===== src/rtl/pipe_skid_buffer_pkg.sv =====
// +--------------------------------------------------------------------+
// | pipe_skid_buffer_pkg                                               |
// | State encodings shared by the skid buffer and its controller.      |
// | Revision: 1.0                                                      |
// +--------------------------------------------------------------------+
`default_nettype none

package pipe_skid_buffer_pkg;

    localparam int unsigned c_STATE_W = 2;

    // The encoding doubles as the occupancy count; 2'd3 is illegal.
    typedef enum logic [c_STATE_W-1:0] {
        ST_EMPTY = 2'd0,
        ST_BUSY  = 2'd1,
        ST_FULL  = 2'd2
    } skid_state_t;

endpackage

`default_nettype wire


===== src/rtl/pipe_skid_buffer_if.sv =====
// +--------------------------------------------------------------------+
// | pipe_skid_buffer_if                                                |
// | Valid/ready link, flush and occupancy of the skid buffer.          |
// | Revision: 1.0                                                      |
// +--------------------------------------------------------------------+
`default_nettype none

interface pipe_skid_buffer_if #(
    parameter int unsigned WIDTH = 32
);
    logic             flush;
    logic             in_valid;
    logic             in_ready;
    logic [WIDTH-1:0] in_data;
    logic             out_valid;
    logic             out_ready;
    logic [WIDTH-1:0] out_data;
    logic [1:0]       count;

    modport master (
        output flush, in_valid, in_data, out_ready,
        input  in_ready, out_valid, out_data, count
    );

    modport slave (
        input  flush, in_valid, in_data, out_ready,
        output in_ready, out_valid, out_data, count
    );
endinterface

`default_nettype wire


===== src/rtl/pipe_skid_ctrl.sv =====
// +--------------------------------------------------------------------+
// | pipe_skid_ctrl                                                     |
// | State register and next-state/load-enable logic of the skid buffer.|
// | Revision: 1.0                                                      |
// +--------------------------------------------------------------------+
`default_nettype none

module pipe_skid_ctrl
    import pipe_skid_buffer_pkg::*;
(
    input  logic       clk,
    input  logic       reset,
    input  logic       flush,
    input  logic       in_valid,
    input  logic       out_ready,
    output logic       in_ready,
    output logic       out_valid,
    output logic [1:0] count,
    output logic       load_m,
    output logic       load_s,
    output logic       m_from_s
);

    skid_state_t r_state;
    logic        r_started;
    logic        w_in_xfer;
    logic        w_out_xfer;

    // in_ready stays low until the first edge after reset is released.
    assign in_ready   = r_started & ((r_state == ST_EMPTY) | (r_state == ST_BUSY));
    assign out_valid  = (r_state == ST_BUSY) | (r_state == ST_FULL);
    assign count      = r_state;
    assign w_in_xfer  = in_valid & in_ready;
    assign w_out_xfer = out_valid & out_ready;

    always_comb begin
        load_m   = 1'b0;
        load_s   = 1'b0;
        m_from_s = 1'b0;
        if (!flush) begin
            case (r_state)
                ST_EMPTY: load_m = w_in_xfer;
                ST_BUSY: begin
                    load_s = w_in_xfer & ~w_out_xfer;
                    load_m = w_in_xfer &  w_out_xfer;
                end
                ST_FULL: begin
                    load_m   = w_out_xfer;
                    m_from_s = w_out_xfer;
                end
                default: ;
            endcase
        end
    end

    always_ff @(posedge clk or posedge reset) begin
        if (reset) begin
            r_state   <= ST_EMPTY;
            r_started <= 1'b0;
        end else begin
            r_started <= 1'b1;
            if (flush) begin
                r_state <= ST_EMPTY;
            end else begin
                case (r_state)
                    ST_EMPTY: if (w_in_xfer) r_state <= ST_BUSY;
                    ST_BUSY: begin
                        if (w_in_xfer && !w_out_xfer)      r_state <= ST_FULL;
                        else if (!w_in_xfer && w_out_xfer) r_state <= ST_EMPTY;
                    end
                    ST_FULL:  if (w_out_xfer) r_state <= ST_BUSY;
                    default:  r_state <= ST_EMPTY;
                endcase
            end
        end
    end

endmodule

`default_nettype wire


===== src/rtl/pipe_skid_buffer.sv =====
// +--------------------------------------------------------------------+
// | pipe_skid_buffer                                                   |
// | Two-entry skid buffer: main (head) and skid data registers.        |
// | Revision: 1.0                                                      |
// +--------------------------------------------------------------------+
`default_nettype none

module pipe_skid_buffer
    import pipe_skid_buffer_pkg::*;
#(
    parameter int unsigned      WIDTH       = 32,
    parameter logic [WIDTH-1:0] RESET_VALUE = '0
) (
    input  logic              clk,
    input  logic              reset,
    pipe_skid_buffer_if.slave bus
);

    logic [WIDTH-1:0] r_m;
    logic [WIDTH-1:0] r_s;
    logic             w_load_m;
    logic             w_load_s;
    logic             w_m_from_s;

    pipe_skid_ctrl u_ctrl (
        .clk       (clk),
        .reset     (reset),
        .flush     (bus.flush),
        .in_valid  (bus.in_valid),
        .out_ready (bus.out_ready),
        .in_ready  (bus.in_ready),
        .out_valid (bus.out_valid),
        .count     (bus.count),
        .load_m    (w_load_m),
        .load_s    (w_load_s),
        .m_from_s  (w_m_from_s)
    );

    always_ff @(posedge clk or posedge reset) begin
        if (reset) begin
            r_m <= RESET_VALUE;
            r_s <= RESET_VALUE;
        end else begin
            if (w_load_m) r_m <= w_m_from_s ? r_s : bus.in_data;
            if (w_load_s) r_s <= bus.in_data;
        end
    end

    assign bus.out_data = r_m;

endmodule

`default_nettype wire


===== src/flat_wrapper.sv =====
// flat-port wrapper written by rule: the top's interface ports become plain ports
module pipe_skid_buffer_flat import pipe_skid_buffer_pkg::*;
#(
    parameter int unsigned      WIDTH       = 32,
    parameter logic [WIDTH-1:0] RESET_VALUE = '0
)
  (clk, reset, bus_flush, bus_in_valid, bus_in_data, bus_out_ready, bus_in_ready, bus_out_valid, bus_out_data, bus_count);
  pipe_skid_buffer_if #(.WIDTH(WIDTH)) bus_i ();
  input  logic clk;
  input  logic reset;
  input wire logic [$bits(bus_i.flush)-1:0] bus_flush;
  input wire logic [$bits(bus_i.in_valid)-1:0] bus_in_valid;
  input wire logic [$bits(bus_i.in_data)-1:0] bus_in_data;
  input wire logic [$bits(bus_i.out_ready)-1:0] bus_out_ready;
  output wire logic [$bits(bus_i.in_ready)-1:0] bus_in_ready;
  output wire logic [$bits(bus_i.out_valid)-1:0] bus_out_valid;
  output wire logic [$bits(bus_i.out_data)-1:0] bus_out_data;
  output wire logic [$bits(bus_i.count)-1:0] bus_count;
  assign bus_i.flush = bus_flush;
  assign bus_i.in_valid = bus_in_valid;
  assign bus_i.in_data = bus_in_data;
  assign bus_i.out_ready = bus_out_ready;
  assign bus_in_ready = bus_i.in_ready;
  assign bus_out_valid = bus_i.out_valid;
  assign bus_out_data = bus_i.out_data;
  assign bus_count = bus_i.count;
  pipe_skid_buffer #(.WIDTH(WIDTH), .RESET_VALUE(RESET_VALUE)) u_core (.clk(clk), .reset(reset), .bus(bus_i));
endmodule

===== config.mk =====
export PLATFORM = sky130hd
export DESIGN_NAME = pipe_skid_buffer_flat
export DESIGN_NICKNAME = d
export VERILOG_FILES = /design/src/rtl/pipe_skid_buffer_pkg.sv /design/src/rtl/pipe_skid_buffer_if.sv /design/src/rtl/pipe_skid_ctrl.sv /design/src/rtl/pipe_skid_buffer.sv /design/src/flat_wrapper.sv
export SDC_FILE = /design/constraint.sdc
export NUM_CORES = 1
export LEC_CHECK = 0
export ABC_AREA = 1
export CAP_MARGIN = 5
export CORE_AREA = 2 2 88 90
export DETAILED_ROUTE_END_ITERATION = 8
export DIE_AREA = 0 0 90 92
export PLACE_DENSITY_LB_ADDON = 0.12
export SETUP_SLACK_MARGIN = 0.05
export SKIP_CTS_REPAIR_TIMING = 1
export SYNTH_ARGS = -nofsm -noshare
export SYNTH_HDL_FRONTEND = slang
export SYNTH_HIERARCHICAL = 1
export SYNTH_SLANG_ARGS = --single-unit

===== constraint.sdc =====
create_clock -name clk -period 1.8 [get_ports clk]
set_input_delay 0.18 -clock clk [delete_from_list [all_inputs] [get_ports clk]]
set_output_delay 0.18 -clock clk [all_outputs]
set_load 0.05 [all_outputs]

==> run summary, run 1 <==
Final ANT Viol Nets: 0
Sequential cell area fraction in the yosys report: 0.510
Synth Warn #: 6
Post-synth top cells: 170 x nand2_1, 74 x inv_1, 67 x dfrtp_1
Most numerous cell in the Yosys netlist: nand2_1
Fin Setup TNS: 0 ns
Detailed-route wire length per cell: 13.7 um
FF-to-FF path depth: 12
Final Skew: 0.00412 ns
Total number of vias: 2961
Mapped cell area: 3290 sq um
Syn Inst Count: 426
CTS root buf: clkbuf_8
DR iter-0 viols: 77
Max Fclk: 561 MHz
Worst slew pin tran: 0.532 ns
Grt ovf: 0
Vias in the first global route: 2805
Vias/cell: 4.78
Post-DP HPWL: 4880 um
Routing usage on met1: 0.247
GP Congestion: 0.743
Synth Flop Type: dfrtp_1
Outcome: finished clean
Initial cell density of the core: 0.442
Placeable core area: 7450 sq um
# clock sinks: 67
Layout cells sized above 1: 0.275
Final min period: 1.78 ns
Final hold violations: 0
Largest net degree at the start of global routing: 39
Syn_nets: 469
Clock Latency Late Sink: 0.33 ns
Worst Hold Class: in2async
Die X: 90 um
Total chip power: 7.68 mW
GR Util met3: 0.0452
Port Buf Inserts: 72
FFs w/ async S/R, synth: 1.00
Num ports: 73
Yosys top cell by area: dfrtp_1
Final WL: 8500 um
Clock buffer count from CTS: 9
Busiest metal layer after global routing: met2
Initial antenna violation count: 0
Req. time, crit path: 2.02 ns
Final worst path period share: 0.990
GR Util All Layers: 0.189
Die area: 8280 sq um
Max Cap Viol: 0
Synth area leaders: dfrtp_1 51%, nand2_1 19%, inv_1 8.4%, nand3_1 5.6%, o21ai_0 4.9%
Leak: 2.60 nW
DR pass1 iterations: 4
RSZ-0062 raised after global routing: true
R2R setup slack: 0.02 ns
Syn avg cell area: 7.72 sq um
DRC Markers: 0
Post-synth top area share: 0.510
Row cnt: 32
H-tree levels: 3
Crit path from: u_core/u_ctrl/count[0]
Maximum VDD drop: 0.680 mV
Critical Path AT: 2.00 ns
First-pass GRT wire length: 12700 um
Global routing usage on met2: 0.316
Fin area: 5010 sq um
Final setup vio count: 0
Layout Nets: 555
Clock transition at path regs: 0.07 ns
TritonCTS clock tree: done
Synth-to-Final Area Change: 52.3%
Setup crit start kind: register
Ant diodes: 0
Max-slew headroom: 0.644
Post-DP Area: 4210 sq um
Unique masters post-synth: 19
FF-to-FF Start: u_core/u_ctrl/count[0]
Count of pins over their slew limit: 0
Critical Path Sink Type: register
Die height: 92 um
P per Cell Area: 1530 nW/um^2
Setup CP Type: reg2reg
Seq cells post-synth: 67
CP max FO: 7
Longest Clk Path Bufs: 2
Post-synth EDFFs: 0
-- metrics by stage --
step / utilization / hold slack (ns) / worst slack, ns / instances
after floorplan: - / -0.0665 / -0.134 / 426
after global placement: 0.565 / 0.446 / 0.0385 / 594
after detailed placement: 0.565 / 0.453 / -0.0143 / 594
after CTS: 0.588 / 0.0874 / -0.0429 / 610
after global routing: 0.673 / 0.114 / -0.0727 / 619
final: 0.673 / 0.0991 / 0.0185 / 619
-- final cells by class --
cell class / instances / area (sq um)
tap: 102 / 128
clock inverter: 5 / 28.8
timing repair buffer: 96 / 1120
sequential: 67 / 1680
inverter: 77 / 329
multi-input combinational: 261 / 1590
fill: 644 / 2430
clock buffer: 11 / 141
-- cells by family (layout without fill, tap and decap cells) --
| logic type | count (synthesis) | after routing | share of synthesized area |
|---|---|---|---|
| simple gates | 221 | 221 | 0.274 |
| other cells | 1 | 1 | 0.00114 |
| flops | 67 | 67 | 0.510 |
| buf+inv | 98 | 189 | 0.142 |
| fa+ha+maj | 6 | 6 | 0.0228 |
| compound gates | 33 | 33 | 0.0510 |
-- cells in the final DEF, fill, tap and decap left out, types with 3 or more instances in the layout --
cell             synthesis  layout
dfrtp_1                 67      65
buf_4                    8      10
nor2_4                   1       3
nand2_1                170     133
buf_12                   0       9
nand2_4                  0      21
clkinv_2                 0       4
nand3_1                 37      21
inv_1                   74      67
nand3_2                  0      14
clkdlybuf4s50_1          0      68
clkbuf_8                 0      10
inv_2                    2       4
ha_4                     0       4
nand2_2                  4      20
o21ai_2                  0      22
clkbuf_16                0       5
o21ai_1                  0      10
buf_8                    1       3
nor2_1                   5       3
-- state kept, by name, summed over array words and instances (netlist names) --
signal,count
u_core/r_s,32
u_core/bus.out_data,32
u_core/u_ctrl/r_started,1
u_core/u_ctrl/count,2
-- critical path, cell delays in order (launching register included) --
cell	delay [ns]
dfrtp_2	0.44
inv_2	0.09
ha_4	0.20
nand2_4	0.11
inv_4	0.06
ha_4	0.14
nand2_1	0.05
nand3_1	0.07
nand2_2	0.12
inv_8	0.08
clkbuf_16	0.17
nand3_2	0.07
nand2_1	0.06
-- worst paths after layout --
path / end
setup / recovery: u_core/bus.out_data[17]
hold / removal: u_core/u_ctrl/r_started
setup reg to reg: u_core/bus.out_data[17]
hold reg to reg: u_core/bus.out_data[8]
max in group asynchronous: u_core/bus.out_data[17]
min in group clk: u_core/r_s[27]
-- where the power goes --
| part | internal, mW | leakage (nW) | switching [mW] |
|---|---|---|---|
| Combinational | 1.47 | 1.70 | 2.57 |
| Sequential | 2.24 | 0.811 | 0.308 |
| Clock | 0.531 | 0.0928 | 0.562 |
-- per-layer routing --
layer,part of all wire,vias up
li1,-,1454
met1,0.45,1438
met2,0.50,63
met3,0.040,6
met4,0.0074,0
met5,0,-
(Power assumes the default switching activity.)
==> run 2: changes to the inputs <==
--- a/config.mk
+++ b/config.mk
@@ -6,10 +6,12 @@
 export NUM_CORES = 1
 export LEC_CHECK = 0
 export ABC_AREA = 1
+export ABC_CLOCK_PERIOD_IN_PS = 1800
 export CAP_MARGIN = 5
 export CORE_AREA = 2 2 88 90
 export DETAILED_ROUTE_END_ITERATION = 8
 export DIE_AREA = 0 0 90 92
+export GPL_ROUTABILITY_DRIVEN = 0
 export PLACE_DENSITY_LB_ADDON = 0.12
 export SETUP_SLACK_MARGIN = 0.05
 export SKIP_CTS_REPAIR_TIMING = 1
==> results of run 2 <==
Final layout, timing and power as in run 1 (identical DEF).
